**config.mk**
```make
export PLATFORM = sky130hd
export DESIGN_NAME = tug_field
export DESIGN_NICKNAME = d
export VERILOG_FILES = /design/src/rtl/tug_pkg.sv /design/src/rtl/tug_field_key_edge.sv /design/src/rtl/tug_field.sv
export SDC_FILE = /design/constraint.sdc
export NUM_CORES = 1
export LEC_CHECK = 0
export CAP_MARGIN = 20
export CORE_MARGIN = 2
export CORE_UTILIZATION = 55
export DETAILED_ROUTE_END_ITERATION = 12
export HOLD_SLACK_MARGIN = 0.02
export PLACE_DENSITY = 0.82
export SKIP_LAST_GASP = 1
export SLEW_MARGIN = 20
export SYNTH_ARGS = -nofsm -noshare
export SYNTH_HDL_FRONTEND = slang
export SYNTH_HIERARCHICAL = 1
export SYNTH_SLANG_ARGS = --single-unit
```
**constraint.sdc**
```tcl
create_clock -name clk -period 4.6 [get_ports clk]
set_clock_uncertainty 0.2 [all_clocks]
set_input_delay 0.92 -clock clk [delete_from_list [all_inputs] [get_ports clk]]
set_output_delay 0.92 -clock clk [all_outputs]
set_load 0.03 [all_outputs]
```
**src/rtl/tug_pkg.sv**
```systemverilog
// Shared types and helpers for the tug-of-war light field.
package tug_pkg;

  typedef enum logic [1:0] {
    PLAY      = 2'd0,
    WIN_HOLD  = 2'd1,
    GAME_OVER = 2'd2
  } state_t;

  localparam logic [1:0] WIN_NONE  = 2'b00;
  localparam logic [1:0] WIN_RIGHT = 2'b01;
  localparam logic [1:0] WIN_LEFT  = 2'b10;

  localparam int SCORE_W = 3;

  // Increment that sticks at the ceiling instead of wrapping.
  function automatic logic [SCORE_W-1:0] sat_inc(input logic [SCORE_W-1:0] v,
                                                 input logic [SCORE_W-1:0] max);
    logic [SCORE_W-1:0] r;
    if (v >= max) begin
      r = v;
    end else begin
      r = v + 3'd1;
    end
    return r;
  endfunction

endpackage

```
**src/rtl/tug_field_key_edge.sv**
```systemverilog
// Rising-edge detector for one player key; history register runs every cycle.
module key_edge
  import tug_pkg::*;
(
  input  logic clk,
  input  logic reset,
  input  logic key,
  output logic press
);

  logic key_prev_r;

  // Previous-cycle key level.
  always_ff @(posedge clk) begin
    if (reset) begin
      key_prev_r <= 1'b0;
    end else begin
      key_prev_r <= key;
    end
  end

  assign press = key & ~key_prev_r;

endmodule

```
**src/rtl/tug_field.sv**
```systemverilog
// Tug-of-war playfield: a single light pushed left/right by key presses,
// round wins scored at the ends, game ends at SCORE_MAX wins.
module tug_field
  import tug_pkg::*;
#(
  parameter int NUM_LIGHTS  = 9,
  parameter int SCORE_MAX   = 7,
  parameter int HOLD_CYCLES = 4
) (
  input  logic                  clk,
  input  logic                  reset,
  input  logic                  res,
  input  logic                  L,
  input  logic                  R,
  output logic [NUM_LIGHTS-1:0] lights,
  output logic [2:0]            left_score,
  output logic [2:0]            right_score,
  output logic [1:0]            winner,
  output logic                  game_over
);

  localparam int POS_W  = $clog2(NUM_LIGHTS);
  localparam int HOLD_W = $clog2(HOLD_CYCLES + 1);
  localparam logic [POS_W-1:0]      CENTER    = POS_W'((NUM_LIGHTS - 1) / 2);
  localparam logic [POS_W-1:0]      POS_LEFT  = POS_W'(NUM_LIGHTS - 1);
  localparam logic [POS_W-1:0]      POS_RIGHT = POS_W'(0);
  localparam logic [HOLD_W-1:0]     HOLD_LAST = HOLD_W'(HOLD_CYCLES - 1);
  localparam logic [SCORE_W-1:0]    SMAX      = SCORE_W'(SCORE_MAX);
  localparam logic [NUM_LIGHTS-1:0] LIGHT_ONE = {{(NUM_LIGHTS-1){1'b0}}, 1'b1};
  localparam logic [NUM_LIGHTS-1:0] ALL_ON    = {NUM_LIGHTS{1'b1}};

  state_t                  state_r, state_n_s;
  logic [POS_W-1:0]        pos_r, pos_n_s;
  logic [HOLD_W-1:0]       hold_r, hold_n_s;
  logic [SCORE_W-1:0]      lscore_r, lscore_n_s;
  logic [SCORE_W-1:0]      rscore_r, rscore_n_s;
  logic [1:0]              winner_r, winner_n_s;
  logic [NUM_LIGHTS-1:0]   lights_r, lights_n_s;
  logic                    game_over_r, game_over_n_s;
  logic                    l_press_s, r_press_s;

  key_edge u_left_edge (
    .clk   (clk),
    .reset (reset),
    .key   (L),
    .press (l_press_s)
  );

  key_edge u_right_edge (
    .clk   (clk),
    .reset (reset),
    .key   (R),
    .press (r_press_s)
  );

  // State, game registers and registered outputs.
  always_ff @(posedge clk) begin
    if (reset) begin
      state_r     <= PLAY;
      pos_r       <= CENTER;
      hold_r      <= '0;
      lscore_r    <= '0;
      rscore_r    <= '0;
      winner_r    <= WIN_NONE;
      lights_r    <= LIGHT_ONE << CENTER;
      game_over_r <= 1'b0;
    end else begin
      state_r     <= state_n_s;
      pos_r       <= pos_n_s;
      hold_r      <= hold_n_s;
      lscore_r    <= lscore_n_s;
      rscore_r    <= rscore_n_s;
      winner_r    <= winner_n_s;
      lights_r    <= lights_n_s;
      game_over_r <= game_over_n_s;
    end
  end

  // Next-state: res beats any press; an end press scores instead of moving.
  always_comb begin
    state_n_s  = state_r;
    pos_n_s    = pos_r;
    hold_n_s   = hold_r;
    lscore_n_s = lscore_r;
    rscore_n_s = rscore_r;
    winner_n_s = winner_r;
    if (res) begin
      state_n_s  = PLAY;
      pos_n_s    = CENTER;
      hold_n_s   = '0;
      winner_n_s = WIN_NONE;
      if (state_r == GAME_OVER) begin
        lscore_n_s = '0;
        rscore_n_s = '0;
      end else begin
        lscore_n_s = lscore_r;
      end
    end else begin
      case (state_r)
        PLAY: begin
          if (l_press_s && !r_press_s) begin
            if (pos_r == POS_LEFT) begin
              lscore_n_s = sat_inc(lscore_r, SMAX);
              winner_n_s = WIN_LEFT;
              hold_n_s   = '0;
              state_n_s  = WIN_HOLD;
            end else begin
              pos_n_s = pos_r + POS_W'(1);
            end
          end else if (r_press_s && !l_press_s) begin
            if (pos_r == POS_RIGHT) begin
              rscore_n_s = sat_inc(rscore_r, SMAX);
              winner_n_s = WIN_RIGHT;
              hold_n_s   = '0;
              state_n_s  = WIN_HOLD;
            end else begin
              pos_n_s = pos_r - POS_W'(1);
            end
          end else begin
            pos_n_s = pos_r;
          end
        end
        WIN_HOLD: begin
          if (hold_r == HOLD_LAST) begin
            hold_n_s = '0;
            if ((winner_r == WIN_LEFT && lscore_r == SMAX) ||
                (winner_r == WIN_RIGHT && rscore_r == SMAX)) begin
              state_n_s = GAME_OVER;
            end else begin
              state_n_s  = PLAY;
              pos_n_s    = CENTER;
              winner_n_s = WIN_NONE;
            end
          end else begin
            hold_n_s = hold_r + HOLD_W'(1);
          end
        end
        GAME_OVER: begin
          state_n_s = GAME_OVER;
        end
        default: begin
          state_n_s  = PLAY;
          pos_n_s    = CENTER;
          hold_n_s   = '0;
          winner_n_s = WIN_NONE;
        end
      endcase
    end
  end

  // Output decode from the upcoming state, registered alongside it.
  always_comb begin
    lights_n_s    = LIGHT_ONE << CENTER;
    game_over_n_s = 1'b0;
    case (state_n_s)
      PLAY, WIN_HOLD: begin
        lights_n_s = LIGHT_ONE << pos_n_s;
      end
      GAME_OVER: begin
        lights_n_s    = ALL_ON;
        game_over_n_s = 1'b1;
      end
      default: begin
        lights_n_s = LIGHT_ONE << CENTER;
      end
    endcase
  end

  assign lights      = lights_r;
  assign left_score  = lscore_r;
  assign right_score = rscore_r;
  assign winner      = winner_r;
  assign game_over   = game_over_r;

endmodule

```
; After elaboration in Yosys (flattened, before gate mapping)
; Index checks and enable logic that the tools add are counted.
[word_totals]
register_bits = 29
inputBits = 5
out_inout_bits = 18
word_cells = 106
[op_classes]
add_sub_neg = 5
n_lt_le_gt_ge = 2
n_eq_ne = 19
n_shift = 1
n_mux = 43
n_bitwise = 5
n_reduce_logical = 21
[ops]
columns = cell, n
row1 = 3-bit 2-to-1 mux, 17
row2 = 4-bit 2-to-1 mux, 7
row3 = 2-bit 2-to-1 mux, 13
row4 = 9-bit case mux with 2 select lines, 1
row5 = 2-bit case mux with 3 select lines, 2
row6 = 4-bit case mux with 3 select lines, 1
row7 = 6-bit AND reduction, 2
row8 = 2-bit != test (second input constant), 5
row9 = 2-bit nonzero test, 5
row10 = 3-bit by 1-bit adder with 3-bit output (second input constant), 3
row11 = 3-bit != test (second input constant), 3
row12 = 3-bit case mux with 3 select lines, 1
row13 = 1-bit by 4-bit left shift with 9-bit output (first input constant), 1
row14 = 2-bit by 1-bit equality test with 1-bit output (second input constant), 3
row15 = 2-bit equality test (second input constant), 3
row16 = 3-bit equality test (second input constant), 2
row17 = 3-bit >= comparator (second input constant), 2
row18 = 5-bit AND reduction, 1
row19 = 4-bit by 1-bit adder with 4-bit output (second input constant), 1
row20 = 4-bit equality test (second input constant), 1
row21 = 1-bit logical AND, 4
row22 = 2-bit logical NOT, 2
row23 = 4-bit logical NOT, 1
row24 = 4-bit AND reduction, 1
row25 = other kinds (9), 14

; Longest topological paths before layout
; Gate-level depths: netlist of run 1.
[depth]
word_depth = 11
ltp_mapped = 9
mapped_depth_nobuf = 8

; Modules after synthesis
; The synthesis of run 1 kept the hierarchy.
[modules_own_cells]
columns = mod, instances, cells_per_inst, area_per_inst_um2, seq_area_each_um2
row1 = tug_field, 1, 178, 1589.0, 540.5
row2 = key_edge, 2, 3, 47.5, 20.0

; Worst setup path after synthesis of run 1
; OpenSTA, ideal clock, no wires.
[synth_timing]
path_kind = input to register
from = input R
to = register lights_r[8], in the netlist lights[8]
arrival_time_ps = 2436
slack_ps = 1868
cell_stages = 9
cell_sequence = nor2b_4 -> inv_1 -> ha_1 -> buf_4 -> xnor2_1 -> a32o_1 -> a221oi_2 -> nand2_1 -> o41ai_2
[synth_via]
elab_chain_len = 9
elab_cells_between_ends = 18
classes_between = eq/ne (2) / shift (1) / mux (9) / bitwise (1) / reduce/logical (5)
[synth_lines]
columns = element, line_no
row1 = start: declaration, tug_field.sv:14  ; input logic R,
row2 = 1-bit bitwise AND *, tug_field_key_edge.sv:22  ; assign press = key & ~key_prev_r;
row3 = 1-bit logical AND / 1-bit logical NOT (equally long branches), "tug_field.sv:110, tug_field.sv:101"
row4 = 2-bit 2-to-1 mux / 1-bit logical AND (equally long branches), "tug_field.sv:110, tug_field.sv:101"
row5 = 2-bit 2-to-1 mux, tug_field.sv:101  ; if (l_press_s && !r_press_s) begin
row6 = 2-bit case mux with 3 select lines, tug_field.sv:99  ; case (state_r)
row7 = 2-bit 2-to-1 mux, tug_field.sv:87  ; if (res) begin
row8 = 2-bit by 1-bit equality test with 1-bit output / 2-bit logical NOT (equally long branches), tug_field.sv:155  ; case (state_n_s)
row9 = 2-bit OR reduction, tug_field.sv:155
row10 = 9-bit case mux with 2 select lines *, tug_field.sv:155
row11 = end signal: assignment, tug_field.sv:65  ; lights_r <= LIGHT_ONE << CENTER;
row12 = end signal: assignment, tug_field.sv:74  ; lights_r <= lights_n_s;
row13 = end: declaration, tug_field.sv:38  ; logic [NUM_LIGHTS-1:0] lights_r, lights_n_s;
; Mark *: on every way between the ends. The rest lies on a longest branch, timed or not.
; A chain may end at the register's enable or synchronous reset.

; Worst setup path after layout of run 1
[layout_timing]
from = input R
to = register lights_r[6], in the netlist lights[6]
[layout_via]
elab_chain_len = 9
elab_cells_between_ends = 18
classes_between = eq/ne (2) / shift (1) / mux (9) / bitwise (1) / reduce/logical (5)
[layout_lines]
columns = element, line_no
row1 = 1-bit bitwise AND *, tug_field_key_edge.sv:22
row2 = net r_press_s, tug_field.sv:40  ; logic l_press_s, r_press_s;
row3 = 1-bit logical AND / 1-bit logical NOT (equally long branches), "tug_field.sv:110, tug_field.sv:101"
row4 = 2-bit 2-to-1 mux / 1-bit logical AND (equally long branches), "tug_field.sv:110, tug_field.sv:101"
row5 = 2-bit 2-to-1 mux, tug_field.sv:101
row6 = 2-bit case mux with 3 select lines, tug_field.sv:99
row7 = 2-bit 2-to-1 mux, tug_field.sv:87
row8 = 2-bit by 1-bit equality test with 1-bit output / 2-bit logical NOT (equally long branches), tug_field.sv:155
row9 = 2-bit OR reduction, tug_field.sv:155
row10 = 9-bit case mux with 2 select lines *, tug_field.sv:155
; The timed path passes the listed nets; every way through them passes the cells marked *.

==> results of run 1 <==
[cell usage after synthesis, drive strengths merged (3+ instances only)]
library cell	n
nand3	6
a21oi	10
o41ai	5
buf	6
nand2b	6
o21ai	8
clkbuf	3
nor2	18
o31ai	4
dfxtp	29
nor2b	6
inv	12
a211oi	3
ha	9
nand3b	7
a31oi	3
nand2	6
[flip-flops by register name, summed over array words and instances, names as in the netlist]
name and cells:
game_over 1, hold_r 3, left_score 3, lights 9, pos_r 4, right_score 3
state_r 2, u_left_edge/key_prev_r 1, u_right_edge/key_prev_r 1, winner 2
[metal layers]
| layer | global-route usage [%] | vias to the layer above | wire, um |
|---|---|---|---|
| li1 | - | 720 | - |
| met1 | 31.8 | 690 | 1720 |
| met2 | 35.6 | 51 | 1780 |
| met3 | 6.99 | 9 | 245 |
| met4 | 5.84 | 0 | 50 |
| met5 | 0 | - | 0 |
[cells by family after synthesis]
family,synth area share (%)
AOI/OAI and AO/OA,26.2
buffers and inverters,6.17
DFF,34.5
xor gates and xnor gates,0.520
muxes,1.19
and+or+nand+nor,24.7
adders and majority gates,6.69
[where the power goes]
group	total [mW]	switching, mW	internal, mW
registers	0.262	0.00634	0.256
logic	0.0713	0.0411	0.0302
clock network	0.155	0.0834	0.0720
total	0.489	0.131	0.358
[metrics by stage]
stage	power, mW	hold slack (ns)	instances
floorplan	0.320	0.250	184
finish	0.489	0.278	237
detailed placement	0.338	0.268	230
global route	0.507	0.312	237
CTS	0.491	0.280	237
global placement	0.336	0.262	230
[cell type report]
cell class	count	area [sq um]
fillers	267	1040
multi-input cells	134	1000
flip-flops and latches	29	581
repair buffers	22	220
clock buffers	7	55.1
inverters	12	45.0
well taps	33	41.3
[worst max-delay path: stages]
cell and delay, ns:
clkdlybuf4s50_1 0.48, nor2b_4 0.15, inv_1 0.05, ha_1 0.33
nand2b_1 0.28, o31ai_1 0.27, a211oi_1 0.19, nand2b_1 0.26
o41ai_1 0.41
[how the worst max path moves through the flow]
stage	startpoint	end	slack, ns	cells past startpoint
after floorplan	R	lights[8]	1.87	9
after global placement	R	lights[3]	0.98	9
after detailed placement	R	lights[6]	0.96	9
after CTS	R	lights[6]	1.28	9
after global routing	R	lights[6]	1.15	9
final	R	lights[6]	1.27	9
==> flow_summary.yaml, run 1 <==
routing:
  ant_nets: 0
  post_drt_via_cell_ratio: 6.20
  wl_um: 3790
  drc: 0
  wl_per_cell_um: 16.0
  vias: 1470
  first_pass_iters: 7
  drt_iter0_markers: 66
worst_setup_path:
  crit_arrival_ns: 3.34
  start_kind: "input pin"
  crit_fanout: 14
  rrSetupSlack_ns: 1.92
  cp.required_ns: 4.62
  timing.rr.end: "lights[6]"
  critPathKind: "in2reg"
  crit_path_end_kind: "register"
  rr_startpoint: "pos_r[0]"
  reg2reg_depth: 7
power:
  irDropWorstVdd_mv: 0.196
  power.density_nw_per_um2: 252
  leakage_nw: 0.775
synthesis:
  ys_ff_latch: 29
  synth_top_area_cell: "dfxtp_1"
  syn_inst: 184
  synth-edff-count: 0
  ys_seq_area_share_pct: 34.5
  yosysTopAreaCellShare_pct: 34.5
  yosysWarnings: 6
  syn_area_sq_um: 1680
  ys.flop_type: "dfxtp_1"
  synth.avg_cell_area_sq_um: 9.15
  syn-num-nets: 198
  yosys-top-cells-area: "dfxtp_1 34%, ha_1 6.7%, nor2_1 4.0%"
  async_reset_ff_share_pct: 0
  yosysUniqueCellTypes: 58
timing:
  setup_ws_ns: 1.27
  setup_violations: 0
  layout_min_cycle_time_ns: 3.33
  slew_violations: 0
  fin_crit_sh_pct: 72.3
  slew_headroom_pct: 53.7
  rsz0062_at_grt: "false"
  setup_tns_ns: 0
  fmax_mhz: 301
  tightest_slew_ns: 0.690
  finalHoldViolations: 0
worst_hold_path:
  min_from: "hold_r[2]"
  hold_path_class: "reg2reg"
  hold_end: "hold_r[2]"
  worstHoldPathCells: 1
finish:
  final_cell_mix: "29 x dfxtp_1, 22 x clkdlybuf4s50_1, 18 x nor2_1, 12 x inv_1, 10 x a21oi_1"
  layout_commonest_cell: "dfxtp_1"
  area_delta_synth_final_pct: 15.3
  post-route-util_pct: 65.2
  fin_nets: 218
  num_antenna_cells: 0
  fin_area_sq_um: 1940
  drive_gt1_share_pct: 9.80
global_routing:
  antenna_found_initial: 0
  grt_overflow: 0
  grt_pass1_wl_um: 6200
  grt_usage_pct: 23.2
  grt_max_degree: 17
  grt_pass1_vias: 1334
placed_design:
  dpl_worst_slack_ns: 0.963
  place_area_sq_um: 1890
  gp_congestion: 0.843
  numPortBuffers: 22
  hpwl_um: 2850
cts:
  holdBufCountCts: 0
  htreeDepth: 2
  cts_tree: "yes"
  cts-root-buf: "clkbuf_4"
  clock_path_buffers: 2
  clk_pin_slew_ns: 0.08
  insertion_delay_ns: 0.33
  cts_buffers: 5
  clock-sinks: 29
  cts_setup_buffers: 0
  cts-resized-gates: 0
floorplanning:
  die_w_um: 59.3
  die_h_um: 59.3
  initial_utilization_pct: 56.6
  die_area_sq_um: 3520
  core_sq_um: 2980
  io_pins: 23
  num_rows: 20
status:
  status: "completed"
job:
  max-cap-violations: 0
Note: power is estimated with default switching activity, not from simulation.
==> run 2: changes to the inputs <==
--- a/config.mk
+++ b/config.mk
@@ -7,10 +7,10 @@
 export LEC_CHECK = 0
 export CAP_MARGIN = 20
 export CORE_MARGIN = 2
-export CORE_UTILIZATION = 55
+export CORE_UTILIZATION = 54
 export DETAILED_ROUTE_END_ITERATION = 12
 export HOLD_SLACK_MARGIN = 0.02
-export PLACE_DENSITY = 0.82
+export PLACE_DENSITY = 0.81
 export SKIP_LAST_GASP = 1
 export SLEW_MARGIN = 20
 export SYNTH_ARGS = -nofsm -noshare
==> constraint.sdc (replaced) <==
create_clock -name clk -period 3.4 [get_ports clk]
set_clock_uncertainty 0.2 [all_clocks]
set_input_delay 0.68 -clock clk [delete_from_list [all_inputs] [get_ports clk]]
set_output_delay 0.68 -clock clk [all_outputs]
set_load 0.03 [all_outputs]
==> run 2 against run 1 <==
  * First-iteration DRC count is 30% lower
  * Worst setup slack worse by 0.92 ns
  * Register-to-register slack worse by 1.2 ns
  * Utilization is 0.71 points higher
  * Global-route usage is 1.1 points higher
  * Die area is 1.7% higher
  * Sequential share of layout area is 0.57 points lower
  * Critical path depth stayed put
  * Largest power group unchanged
  * Highest routed layer unchanged
==> flow_summary.yaml, run 2 (synthesis gave the netlist of run 1 again) <==
status:
  status: "completed"
timing:
  fin_crit_sh_pct: 89.5
  tightest_slew_ns: 0.719
  setup_ws_ns: 0.358
  fmax_mhz: 329
  setup_tns_ns: 0
  slew_violations: 0
  rsz0062_at_grt: "false"
  slew_headroom_pct: 51.8
  finalHoldViolations: 0
  setup_violations: 0
  whs_ns: 0.286
  layout_min_cycle_time_ns: 3.04
worst_setup_path:
  timing.rr.end: "lights[3]"
  crit_path_end_kind: "register"
  critPathKind: "in2reg"
  start_kind: "input pin"
  crit_arrival_ns: 3.06
  cp.required_ns: 3.42
  crit_fanout: 14
  rr_startpoint: "pos_r[0]"
  reg2reg_depth: 7
  rrSetupSlack_ns: 0.75
cts:
  cts_tree: "yes"
  clock_path_buffers: 2
  cts_setup_buffers: 0
  clock-sinks: 29
  cts_buffers: 5
  holdBufCountCts: 0
  insertion_delay_ns: 0.33
  cts-root-buf: "clkbuf_4"
  htreeDepth: 2
  clk_pin_slew_ns: 0.09
  cts-resized-gates: 0
power:
  power.density_nw_per_um2: 351
  irDropWorstVdd_mv: 0.289
  leakage_nw: 0.799
floorplanning:
  num_rows: 20
  die_area_sq_um: 3580
  initial_utilization_pct: 56.1
  die_h_um: 59.8
  io_pins: 23
  die_w_um: 59.8
  core_sq_um: 3000
finish:
  layout_commonest_cell: "dfxtp_1"
  largest_register_ffs: 9
  fin_nets: 221
  post-route-util_pct: 65.9
  drive_gt1_share_pct: 12.0
  num_antenna_cells: 0
  area_delta_synth_final_pct: 17.5
  final_cell_mix: "29 x dfxtp_1, 22 x clkdlybuf4s50_1, 18 x nor2_1, 12 x inv_1, 10 x a21oi_1"
global_routing:
  grt_usage_pct: 24.3
  grt_pass1_wl_um: 6450
  grt_overflow: 0
  grt_max_degree: 17
  antenna_found_initial: 0
  grt_pass1_vias: 1378
placed_design:
  gp_congestion: 0.968
  dpl_worst_slack_ns: 0.00776
  hpwl_um: 3000
  numPortBuffers: 22
routing:
  ant_nets: 0
  post_drt_via_cell_ratio: 6.20
  first_pass_iters: 5
  drc: 0
  vias: 1493
  drt_iter0_markers: 46
  wl_per_cell_um: 16.5
  wl_um: 3970
worst_hold_path:
  hold_path_class: "reg2reg"
  min_from: "hold_r[2]"
  hold_end: "hold_r[2]"
  worstHoldPathCells: 1
job:
  max-cap-violations: 0
run 2: cell types whose count changed in the layout (fill, tap and decap cells not counted):
cell and change:
buf_4 +3, clkbuf_8 +1, clkinv_2 +1, clkbuf_1 -1
run 2: worst max-delay path by stage:
stage | cells after the start | end | slack (ns) | from
CTS | 9 | lights[3] | 0.36 | R
finish | 9 | lights[3] | 0.36 | R
floorplan | 9 | lights[8] | 0.91 | R
detailed placement | 9 | lights[3] | 0.008 | R
global route | 9 | lights[3] | 0.18 | R
global placement | 9 | lights[2] | 0.23 | R
run 2: power breakdown:
| part | switching, mW | internal (mW) |
|---|---|---|
| combinational | 0.0570 | 0.0444 |
| clock | 0.118 | 0.120 |
| sequential | 0.00907 | 0.346 |
run 2: through the flow:
step                      std cells  power [mW]  instance area (sq um)
final                           241       0.694                   1980
after global routing            241       0.727                   1980
after CTS                       241       0.698                   1980
after detailed placement        233       0.463                   1910
after global placement          233       0.459                   1910
after floorplan                 184       0.433                   1680
run 2: worst max-delay path, cell delays in order:
cell and delay (ns):
clkdlybuf4s50_1 0.48, nor2b_4 0.16, inv_1 0.05, ha_1 0.34
nand2b_1 0.28, o31ai_1 0.24, a211oi_1 0.17, nand2b_1 0.25
o41ai_1 0.42
run 2: layout make-up:
type                    instances  area [sq um]
clock buffers                   7          65.1
clock inverters                 1          5.00
fillers                       246          1020
inverters                      12          45.0
multi-input cells             134          1000
flip-flops and latches         29           581
well taps                      33          41.3
repair buffers                 25           243
run 2: layer usage:
metal / GRT usage, % / wire [um]
met1: 33.0 / 1720
met2: 38.2 / 1930
met3: 5.19 / 265
met4: 7.94 / 57
met5: 0 / 0
==> run 3: changes to the inputs <==
==> constraint.sdc (replaced) <==
create_clock -name clk -period 3.4 [get_ports clk]
set_clock_uncertainty 0.2 [all_clocks]
set_input_delay 0.68 -clock clk [delete_from_list [all_inputs] [get_ports clk]]
set_output_delay 0.68 -clock clk [all_outputs]
set_load 0.05 [all_outputs]
==> results of run 3 <==
Same layout as run 2 (identical final DEF). Status: completed.
Among the figures that moved: total power 0.694 mW -> 0.699 mW
